[src/rtl/pdm_stereo_deserializer.sv]
// Stereo PDM deserializer: generates the microphone clock, takes the left bit before each
// falling edge and the right bit before each rising edge, and emits raw or density words.
module pdm_stereo_deserializer #(
  parameter int unsigned WORD_LENGTH        = 16,
  parameter int unsigned SYSTEM_FREQUENCY   = 100000000,
  parameter int unsigned SAMPLING_FREQUENCY = 1000000
) (
  input  logic                   clock_i,
  input  logic                   reset_ni,
  input  logic                   enable_i,
  input  logic                   mode_i,
  output logic                   pdm_clk_o,
  input  logic                   pdm_data_i,
  output logic [WORD_LENGTH-1:0] data_left_o,
  output logic [WORD_LENGTH-1:0] data_right_o,
  output logic                   valid_o,
  input  logic                   ready_i,
  output logic                   overrun_o
);

  localparam int unsigned HALF = SYSTEM_FREQUENCY / SAMPLING_FREQUENCY / 2;
  localparam int unsigned CW   = (HALF > 1) ? $clog2(HALF) : 1;
  localparam int unsigned IW   = $clog2(WORD_LENGTH);
  localparam int unsigned NW   = $clog2(WORD_LENGTH + 1);

  if (HALF < 1) begin : g_half_check
    $error("pdm_stereo_deserializer: HALF must be >= 1");
  end
  if (WORD_LENGTH < 2) begin : g_word_check
    $error("pdm_stereo_deserializer: WORD_LENGTH must be >= 2");
  end

  logic [CW-1:0]          cnt_q, cnt_d;
  logic                   pdm_clk_q, pdm_clk_d;
  logic                   started_q, started_d;
  logic [IW-1:0]          bit_idx_q, bit_idx_d;
  logic [WORD_LENGTH-1:0] shift_l_q, shift_l_d, shift_r_q, shift_r_d;
  logic [NW-1:0]          ones_l_q, ones_l_d, ones_r_q, ones_r_d;
  logic                   mode_q, mode_d;
  logic [WORD_LENGTH-1:0] data_l_q, data_l_d, data_r_q, data_r_d;
  logic                   valid_q, valid_d;
  logic                   overrun_q, overrun_d;

  logic tick, left_smp, right_smp, last;

  assign tick      = (cnt_q == CW'(HALF - 1));
  assign left_smp  = tick & pdm_clk_q;
  // The very first rising edge after enable has no preceding left bit, so it is skipped.
  assign right_smp = tick & ~pdm_clk_q & started_q;
  assign last      = right_smp & (bit_idx_q == IW'(WORD_LENGTH - 1));

  always_comb begin
    cnt_d     = cnt_q;
    pdm_clk_d = pdm_clk_q;
    started_d = started_q;
    bit_idx_d = bit_idx_q;
    shift_l_d = shift_l_q;
    shift_r_d = shift_r_q;
    ones_l_d  = ones_l_q;
    ones_r_d  = ones_r_q;
    mode_d    = mode_q;
    data_l_d  = data_l_q;
    data_r_d  = data_r_q;
    valid_d   = valid_q;
    overrun_d = overrun_q;

    if (!enable_i) begin
      cnt_d     = '0;
      pdm_clk_d = 1'b0;
      started_d = 1'b0;
      bit_idx_d = '0;
      shift_l_d = '0;
      shift_r_d = '0;
      ones_l_d  = '0;
      ones_r_d  = '0;
      valid_d   = 1'b0;
      overrun_d = 1'b0;
    end else begin
      if (tick) begin
        cnt_d     = '0;
        pdm_clk_d = ~pdm_clk_q;
        started_d = 1'b1;
      end else begin
        cnt_d = cnt_q + CW'(1);
      end

      if (left_smp) begin
        shift_l_d = {shift_l_q[WORD_LENGTH-2:0], pdm_data_i};
        ones_l_d  = ones_l_q + NW'(pdm_data_i);
        if (bit_idx_q == '0) mode_d = mode_i;
      end

      if (right_smp) begin
        shift_r_d = {shift_r_q[WORD_LENGTH-2:0], pdm_data_i};
        ones_r_d  = ones_r_q + NW'(pdm_data_i);
        bit_idx_d = last ? '0 : bit_idx_q + IW'(1);
      end

      if (last) begin
        ones_l_d = '0;
        ones_r_d = '0;
        if (!valid_q || ready_i) begin
          data_l_d = mode_q ? WORD_LENGTH'(ones_l_q) : shift_l_q;
          data_r_d = mode_q ? WORD_LENGTH'(ones_r_q + NW'(pdm_data_i))
                            : {shift_r_q[WORD_LENGTH-2:0], pdm_data_i};
          valid_d  = 1'b1;
        end else begin
          overrun_d = 1'b1;
        end
      end else if (valid_q && ready_i) begin
        valid_d = 1'b0;
      end
    end
  end

  always_ff @(posedge clock_i) begin
    if (!reset_ni) begin
      cnt_q     <= '0;
      pdm_clk_q <= 1'b0;
      started_q <= 1'b0;
      bit_idx_q <= '0;
      shift_l_q <= '0;
      shift_r_q <= '0;
      ones_l_q  <= '0;
      ones_r_q  <= '0;
      mode_q    <= 1'b0;
      data_l_q  <= '0;
      data_r_q  <= '0;
      valid_q   <= 1'b0;
      overrun_q <= 1'b0;
    end else begin
      cnt_q     <= cnt_d;
      pdm_clk_q <= pdm_clk_d;
      started_q <= started_d;
      bit_idx_q <= bit_idx_d;
      shift_l_q <= shift_l_d;
      shift_r_q <= shift_r_d;
      ones_l_q  <= ones_l_d;
      ones_r_q  <= ones_r_d;
      mode_q    <= mode_d;
      data_l_q  <= data_l_d;
      data_r_q  <= data_r_d;
      valid_q   <= valid_d;
      overrun_q <= overrun_d;
    end
  end

  assign pdm_clk_o    = pdm_clk_q;
  assign data_left_o  = data_l_q;
  assign data_right_o = data_r_q;
  assign valid_o      = valid_q;
  assign overrun_o    = overrun_q;

endmodule

[config.mk]
export PLATFORM = sky130hd
export DESIGN_NAME = pdm_stereo_deserializer
export DESIGN_NICKNAME = d
export VERILOG_FILES = /design/src/rtl/pdm_stereo_deserializer.sv
export SDC_FILE = /design/constraint.sdc
export NUM_CORES = 1
export LEC_CHECK = 0
export ABC_AREA = 0
export CAP_MARGIN = 0
export CORE_MARGIN = 3
export CORE_UTILIZATION = 35
export CTS_CLUSTER_SIZE = 20
export DETAILED_ROUTE_END_ITERATION = 6
export HOLD_SLACK_MARGIN = 0.06
export PLACE_DENSITY = 0.58
export SYNTH_ARGS = -nofsm -noshare
export SYNTH_HDL_FRONTEND = slang
export SYNTH_SLANG_ARGS = --single-unit
[constraint.sdc]
create_clock -name clock_i -period 2.4 [get_ports clock_i]
set_clock_uncertainty 0.2 [all_clocks]
set_input_delay 0.72 -clock clock_i [delete_from_list [all_inputs] [get_ports clock_i]]
set_output_delay 0.72 -clock clock_i [all_outputs]
set_load 0.01 [all_outputs]
==> metrics.txt, run 1 <==
run status=finished clean; Synth Flop Type=dfxtp_1; Net Sw Frac=22.4%; Int Pwr=2.01 mW; CP Depth=7; Cell Area, Placed=4420 sq um; DR iter-0 viols=176; critical path type=input port to register; dpl hpwl=5470 um; Syn. warnings=0; vias post-DR=2859; initial core utilization=36.5%; Clk network pwr share=40.7%; final hold vios=0; Antenna Nets Post-Route=0; share of the synthesized area in the top cell type=46.1%; total CTS buffers=9; std cell rows=37; Final min period=2.27 ns; CTS tree=done; Max VDD drop=0.212 mV; Fmax achieved=441 MHz; max cap viols=0; Seq/Total Area, Yosys=46.1%; P_sw=0.580 mW; worst endpoint required time=2.44 ns; CP max FO=5; synthesized area per cell=9.80 sq um; total power=2.59 mW; P_leak=1.53 nW; CP max stage cell=clkdlybuf4s50_1; Total Wirelength=8130 um; residual DRC count=0; WHS=0.265 ns; Worst R2R Path Depth=5; number of flops mapped to enable cells by yosys=0; Clock Latency Late Sink=0.35 ns; WP buf/inv=2; crit-path leading delay family=buffers and inverters; area of the multi-input gates=1880 sq um; Post-Syn Nets=404; Antenna diodes=0; share of cells above drive strength 1=12.1%; Worst setup SP type=input port; Clk pin slew, worst setup/hold paths=0.09 ns; crit path capture type=register; worst setup path startpoint=pdm_data_i; Rel. slew slack=75.1%; leading area contributor after synthesis=dfxtp_1; unrepaired setup endpoints after global routing=no; die area=12200 sq um; cell count after synthesis=390; Power Density=560 nW/um^2; crit-path max cell delay=0.58 ns; Setup Buffers After CTS=0; Hold/Removal Path Class=register to register; initial antenna violation count=0; cell area after layout=4630 sq um; distinct cell type count after synthesis=38; Max Slew Vio Count=0; RR Startpoint=bit_idx_q[0]; Core Region=10500 sq um; Worst EP arrival=2.30 ns; r2r setup slk=0.19 ns; post-route setup slack=0.134 ns; Die X=111 um; H-tree Lvls=3; register bit total from synthesis=88; worst reg2reg path endpoint=ones_l_q[0]; CP Cell Sequence=clkdlybuf4s50_1 -> ha_1 -> ha_1 -> inv_1 -> nor4_1 -> xnor2_1 -> nor2_1; port buffer count=40; largest net degree at the start of global routing=39; crit path to=ones_r_q[2]; top cells by area, synth=dfxtp_1 (46%), mux2i_1 (9.7%), a21boi_1 (5.5%); Seq. cell area=1760 sq um; Most Frequent Cell on Critical Path=ha_1; CTS Sinks=88; setup violators final=0; GPL Wtd Cong=0.752; root buffer cell=clkbuf_8; Worst Tran Pin Value=0.374 ns; Final Net Count=440; first-pass GRT wire length=13800 um; gr usage total=13.6%; Clock Path Buffers=2; period utilisation layout=94.4%; Synth async-reset ratio=0%; Cell Area, Synth=3820 sq um; vias per cell=5.04; most common cell in the netlist=dfxtp_1; WL/cell=14.3 um; Hold Crit Depth=2; fillers=1042; GRT overflow=0; vias in the first global route=2704; length of the first detailed-routing pass in iterations=4; Layout area overhead=21.0%; Flop pwr share=56.4%; Place WS=-0.280 ns; Comb pwr share=2.9%; # IOs=41; placed insts=551; chip height=111 um; Non-Filler Instances=567; commonest cells in the netlist=dfxtp_1 (88), nor2_1 (56), mux2i_1 (37), a21boi_1 (28), o21ai_1 (28)
==> cell usage in the layout (no fill, tap or decap), types with 3 or more instances in the layout <==
cell             count
inv_1                5
clkbuf_8            10
nand3_1             16
dfxtp_1             87
o22ai_1              3
mux2_2               7
buf_12               5
buf_4               12
o2111ai_1            3
o21ai_1             28
nand2_1             11
nand4b_1            21
nor4_1               4
mux2i_1             37
xnor2_1             12
ha_1                 8
a21boi_1            28
xor2_1               4
nor2_1              56
and2_1               3
clkdlybuf4s50_1     40
==> worst register-to-register path, cell delays in order, from the launching register on <==
cell	delay (ns)
dfxtp_1	0.40
ha_1	0.27
nand4b_4	0.13
or4b_4	0.70
nand3_2	0.31
nor2_1	0.09
==> per-stage QoR <==
step                      utilization (%)  setup TNS (ns)
after floorplan                         -               0
after global placement               42.2          -0.990
after detailed placement             42.2           -1.46
after CTS                            44.2               0
after global routing                 44.2               0
final                                44.2               0
==> layout make-up <==
class	count	area share, %
multi-input cells	265	40.6
clock inverters	5	1.38
inverters	5	0.406
flip-flops and latches	88	38.1
clock buffers	11	3.05
well taps	136	3.68
repair buffers	57	12.8
==> registers in the layout, indices dropped and copies added (netlist names) <==
register,flops
data_left_o,16
data_right_o,16
shift_l_q,16
shift_r_q,15
cnt_q,6
ones_l_q,5
ones_r_q,5
bit_idx_q,4
mode_q,1
overrun_o,1
pdm_clk_o,1
started_q,1
valid_o,1
==> layer usage <==
metal | track usage [%] | up-vias | routed length [um]
li1 | - | 1439 | -
met3 | 2.19 | 10 | 254
met4 | 5.50 | 0 | 133
met1 | 18.3 | 1366 | 4010
met5 | 0 | - | 0
met2 | 21.5 | 44 | 3740
==> what timing repair did <==
item,CTS,global route
setup endpoints to repair,0,2
resized for setup,0,2
hold buffers,0,0
==> worst min path at each step <==
stage	startpoint	endpoint	slack (ns)
detailed placement	cnt_q[0]	cnt_q[0]	0.26
CTS	mode_q	mode_q	0.27
finish	mode_q	mode_q	0.27
floorplan	cnt_q[0]	cnt_q[0]	0.23
global route	data_right_o[3]	data_right_o[3]	0.30
global placement	mode_q	mode_q	0.25
==> cell families (layout without fill, tap and decap cells) <==
kind of cell	count (synthesis)	in the layout	share of synthesized area, %
adders and majority gates	8	8	2.62
and+or+nand+nor	127	127	18.9
AOI/OAI and AO/OA	70	70	11.7
DFF	88	88	46.1
muxes	44	44	11.7
buffers and inverters	37	78	5.24
xor gates and xnor gates	16	16	3.66
==> power groups by stage <==
stage          Clock, mW  Combinational (mW)  Sequential, mW
2_1_floorplan          0              0.0401            1.50
3_3_place_gp           0              0.0755            1.50
3_5_place_dp           0              0.0761            1.50
4_1_cts             1.09              0.0767            1.46
5_1_grt             1.15              0.0818            1.46
6_report            1.05              0.0753            1.46
(Power assumes the default switching activity.)
==> run 2: changes to the inputs <==
SETUP_SLACK_MARGIN = 0.15   (was not set)
==> run 2 against run 1 <==
Compared with the run above:
- via count increased by 1.0%
- routed wire length increased by 4.1%
- critical path depth decreased by 6
- non-clock buffer count unchanged
- fmax increased by 4.4%
- largest cell class unchanged
- largest power group unchanged
- sequential cell count unchanged
==> metrics.txt, run 2 (same netlist as run 1, synthesis figures left out) <==
run status=finished clean; final hold vios=0; Fmax achieved=461 MHz; Rel. slew slack=76.9%; residual DRC count=0; CTS Sinks=88; GPL Wtd Cong=0.752; P_leak=1.56 nW; Worst EP arrival=1.25 ns; Final Net Count=441; RR Startpoint=bit_idx_q[0]; GRT overflow=0; Hold Crit Depth=2; Max Slew Vio Count=0; vias per cell=5.08; Int Pwr=2.01 mW; Max VDD drop=0.211 mV; Total Wirelength=8470 um; vias post-DR=2888; initial antenna violation count=0; crit-path leading delay family=buffers and inverters; crit path capture type=output pin; worst reg2reg path endpoint=ones_l_q[0]; vias in the first global route=2707; Worst Min Path Start=mode_q; length of the first detailed-routing pass in iterations=4; Clock Latency Late Sink=0.35 ns; Final min period=2.17 ns; WL/cell=14.9 um; Worst Tran Pin Value=0.347 ns; std cell rows=37; most frequent cells in the layout=dfxtp_1 (87), nor2_1 (56), mux2i_1 (37), clkdlybuf4s50_1 (37); commonest non-fill, non-tap cell in the layout=dfxtp_1; H-tree Lvls=3; Comb pwr share=2.9%; Flop pwr share=56.3%; CP max FO=2; Hold Path Sink=mode_q; P_sw=0.585 mW; Clock Path Buffers=2; Antenna Nets Post-Route=0; worst endpoint required time=1.48 ns; WP buf/inv=1; CTS tree=done; post-route setup slack=0.230 ns; r2r setup slk=0.28 ns; DR iter-0 viols=150; share of cells above drive strength 1=12.3%; Setup Buffers After CTS=0; worst setup path startpoint=data_right_o[14]; root buffer cell=clkbuf_8; Die X=111 um; Worst R2R Path Depth=5; total power=2.60 mW; # IOs=41; chip height=111 um; dpl hpwl=5470 um; Net Sw Frac=22.6%; Place WS=-0.280 ns; Core Region=10500 sq um; Setup TNS Final=0 ns; critical path type=register to output pin; CP Cell Sequence=clkdlybuf4s50_1; largest net degree at the start of global routing=39; crit-path max cell delay=0.54 ns; Hold/Removal Path Class=register to register; total CTS buffers=9; unrepaired setup endpoints after global routing=yes; max cap viols=0; Clk network pwr share=40.8%; WHS=0.266 ns; Antenna diodes=0; period utilisation layout=90.4%; Clk pin slew, worst setup/hold paths=0.09 ns; port buffer count=40; Layout area overhead=21.7%; CP max stage cell=clkdlybuf4s50_1; die area=12200 sq um; Worst setup SP type=register; initial core utilization=36.5%; first-pass GRT wire length=13800 um; gr usage total=13.6%; setup violators final=0; Power Density=558 nW/um^2
run 2: what timing repair did:
action / in CTS / in global routing
resized for setup: 4 / 4
setup endpoints to repair: 4 / 17
hold buffers: 0 / 0
pin swaps: 0 / 1
hold endpoints to repair: 0 / 0
cloned: 0 / 1
run 2: worst max path at each step:
stage | end | slack, ns | cells after the start
after floorplan | ones_r_q[2] | 0.50 | 6
after global placement | ones_r_q[2] | -0.21 | 7
final | data_right_o[14] | 0.23 | 1
after global routing | data_right_o[12] | 0.12 | 5
after CTS | pdm_clk_o | 0.14 | 1
after detailed placement | ones_r_q[4] | -0.28 | 7
run 2: power groups by stage:
stage	sequential, mW	clock (mW)	combinational [mW]
3_3_place_gp	1.50	0	0.0755
3_5_place_dp	1.50	0	0.0761
5_1_grt	1.46	1.15	0.0824
6_report	1.46	1.06	0.0757
2_1_floorplan	1.50	0	0.0401
4_1_cts	1.46	1.09	0.0761
run 2: metrics by stage:
stage / cell area [sq um] / utilization (%) / std cells
finish: 4650 / 44.5 / 568
global route: 4650 / 44.5 / 568
CTS: 4630 / 44.2 / 567
detailed placement: 4420 / 42.2 / 551
global placement: 4420 / 42.2 / 551
floorplan: 3820 / - / 390
run 2: layout make-up:
type | count | area (sq um)
clock buffers | 11 | 141
well taps | 136 | 170
fillers | 1038 | 5810
flip-flops and latches | 88 | 1770
clock inverters | 5 | 63.8
multi-input cells | 266 | 1900
inverters | 5 | 18.8
repair buffers | 57 | 591
run 2: metal layers:
layer	wire [um]	vias to the layer above	track usage (%)
li1	-	1443	-
met3	258	12	2.58
met1	4200	1384	18.2
met4	150	0	5.50
met5	0	-	0
met2	3860	49	21.5
==> run 3: changes to the inputs <==
CAP_MARGIN = 20   (was 0)
CORE_UTILIZATION = 28   (was 35)
PLACE_DENSITY = 0.49   (was 0.58)
==> run 3 against run 2 <==
Compared with the run above:
- critical path depth unchanged
- register-to-register slack lost 0.06 ns
- sequential power about the same
- die area grew 24%
- via count down 0.90%
- hold slack lost 0.00071 ns
- clock-buffer cell count up 1
- combinational power about the same
- cell area rose by 3.0%
- power rose by 10%
- critical endpoint is now data_right_o[1]
- highest routed layer unchanged
==> metrics.txt, run 3 (same netlist as run 1, synthesis figures left out) <==
initial core utilization=28.8%; vias per cell=4.71; initial antenna violation count=0; CP max stage cell=clkdlybuf4s50_1; gr usage total=12.5%; die area=15100 sq um; most frequent cells in the layout=dfxtp_1 (87), nor2_1 (56), clkdlybuf4s50_1 (38), mux2i_1 (37); CTS tree=done; root buffer cell=clkbuf_16; fillers=1366; Seq. cell area=1760 sq um; DR iter-0 viols=183; vias in the first global route=2867; RR Startpoint=bit_idx_q[0]; Clk pin slew, worst setup/hold paths=0.06 ns; Max VDD drop=0.259 mV; crit-path leading delay family=buffers and inverters; CP max FO=2; port buffer count=40; Power Density=599 nW/um^2; std cell rows=42; Hold/Removal Path Class=register to register; Die X=123 um; Hold Path Sink=cnt_q[0]; # IOs=41; Place WS=-0.224 ns; Antenna diodes=0; r2r setup slk=0.22 ns; WL met1=4290 um; largest net degree at the start of global routing=37; length of the first detailed-routing pass in iterations=4; WL/cell=14.3 um; Hold Crit Depth=1; CP Cell Sequence=clkdlybuf4s50_1; worst reg2reg path endpoint=ones_l_q[0]; unrepaired setup endpoints after global routing=yes; CTS Sinks=88; GPL Wtd Cong=0.739; Max Slew Vio Count=0; Fmax achieved=456 MHz; setup violators final=0; vias post-DR=2862; Final min period=2.19 ns; Layout area overhead=25.3%; Total Wirelength=8660 um; Worst Min Path Start=cnt_q[0]; commonest non-fill, non-tap cell in the layout=dfxtp_1; Worst setup SP type=register; crit path capture type=output pin; critical path type=register to output pin; total CTS buffers=9; final hold vios=0; crit-path max cell delay=0.57 ns; WHS=0.265 ns; WP buf/inv=1; Worst Tran Pin Value=0.621 ns; Rel. slew slack=58.6%; Final Net Count=440; GRT overflow=0; Worst EP arrival=1.27 ns; metal3 WL=303 um; chip height=123 um; share of cells above drive strength 1=12.1%; post-route setup slack=0.208 ns; run status=finished clean; Final Util=36.0%; area of the multi-input gates=1890 sq um; max cap viols=0; residual DRC count=0; Core Region=13300 sq um; Worst R2R Path Depth=5; Clock Path Buffers=2; period utilisation layout=91.3%; first-pass GRT wire length=14800 um; Routed met2 length=3970 um; P_leak=1.60 nW; Antenna Nets Post-Route=0; H-tree Lvls=3; top layer in use=met4; Clock Latency Late Sink=0.33 ns; dpl hpwl=5720 um; worst endpoint required time=1.48 ns
[run 3: cell types whose count changed in the layout (fill, tap and decap cells not counted), moves of 2 or more]
cell           delta
clkbuf_16         +9
clkbuf_8          -8
dlygate4sd2_1     -2
inv_6             -2
[run 3: worst max-delay path by stage]
stage	endpoint	depth (start not counted)	slack, ns	startpoint
after global placement	ones_r_q[2]	7	-0.19	pdm_data_i
after global routing	data_right_o[13]	5	0.08	bit_idx_q[0]
after floorplan	ones_r_q[2]	6	0.50	pdm_data_i
after detailed placement	ones_r_q[4]	7	-0.22	pdm_data_i
after CTS	pdm_clk_o	1	0.14	pdm_clk_o
final	data_right_o[1]	1	0.21	data_right_o[1]
[run 3: cell type report]
cell class / instances / share of cell area [%]
sequential: 88 / 36.8
tap: 176 / 4.60
inverter: 5 / 0.392
clock buffer: 12 / 5.36
clock inverter: 4 / 0.601
timing repair buffer: 57 / 12.7
multi-input combinational: 265 / 39.6
[run 3: repair_timing]
action	CTS	global route
gates cloned	0	0
setup endpoints to repair	13	18
pin swaps	0	0
hold buffers	0	0
buffers inserted	0	0
resized for setup	3	2
[run 3: report_power, final]
| group | leakage [nW] | switching [mW] | internal (mW) |
|---|---|---|---|
| sequential | 0.709 | 0.00147 | 1.46 |
| combinational | 0.754 | 0.0439 | 0.0320 |
| clock | 0.135 | 0.570 | 0.759 |
[run 3: per-stage QoR]
stage	cells	setup TNS [ns]	power, mW	cell area (sq um)
finish	607	0	2.87	4790
global route	607	0	3.00	4790
CTS	607	0	2.92	4780
detailed placement	591	-1.27	1.57	4480
global placement	591	-1.13	1.57	4480
floorplan	390	0	1.54	3820
[run 3: routing by layer]
metal | vias to the layer above | global-route usage, %
li1 | 1444 | -
met1 | 1370 | 16.5
met2 | 40 | 20.0
met3 | 8 | 3.64
met4 | 0 | 3.57
met5 | - | 0
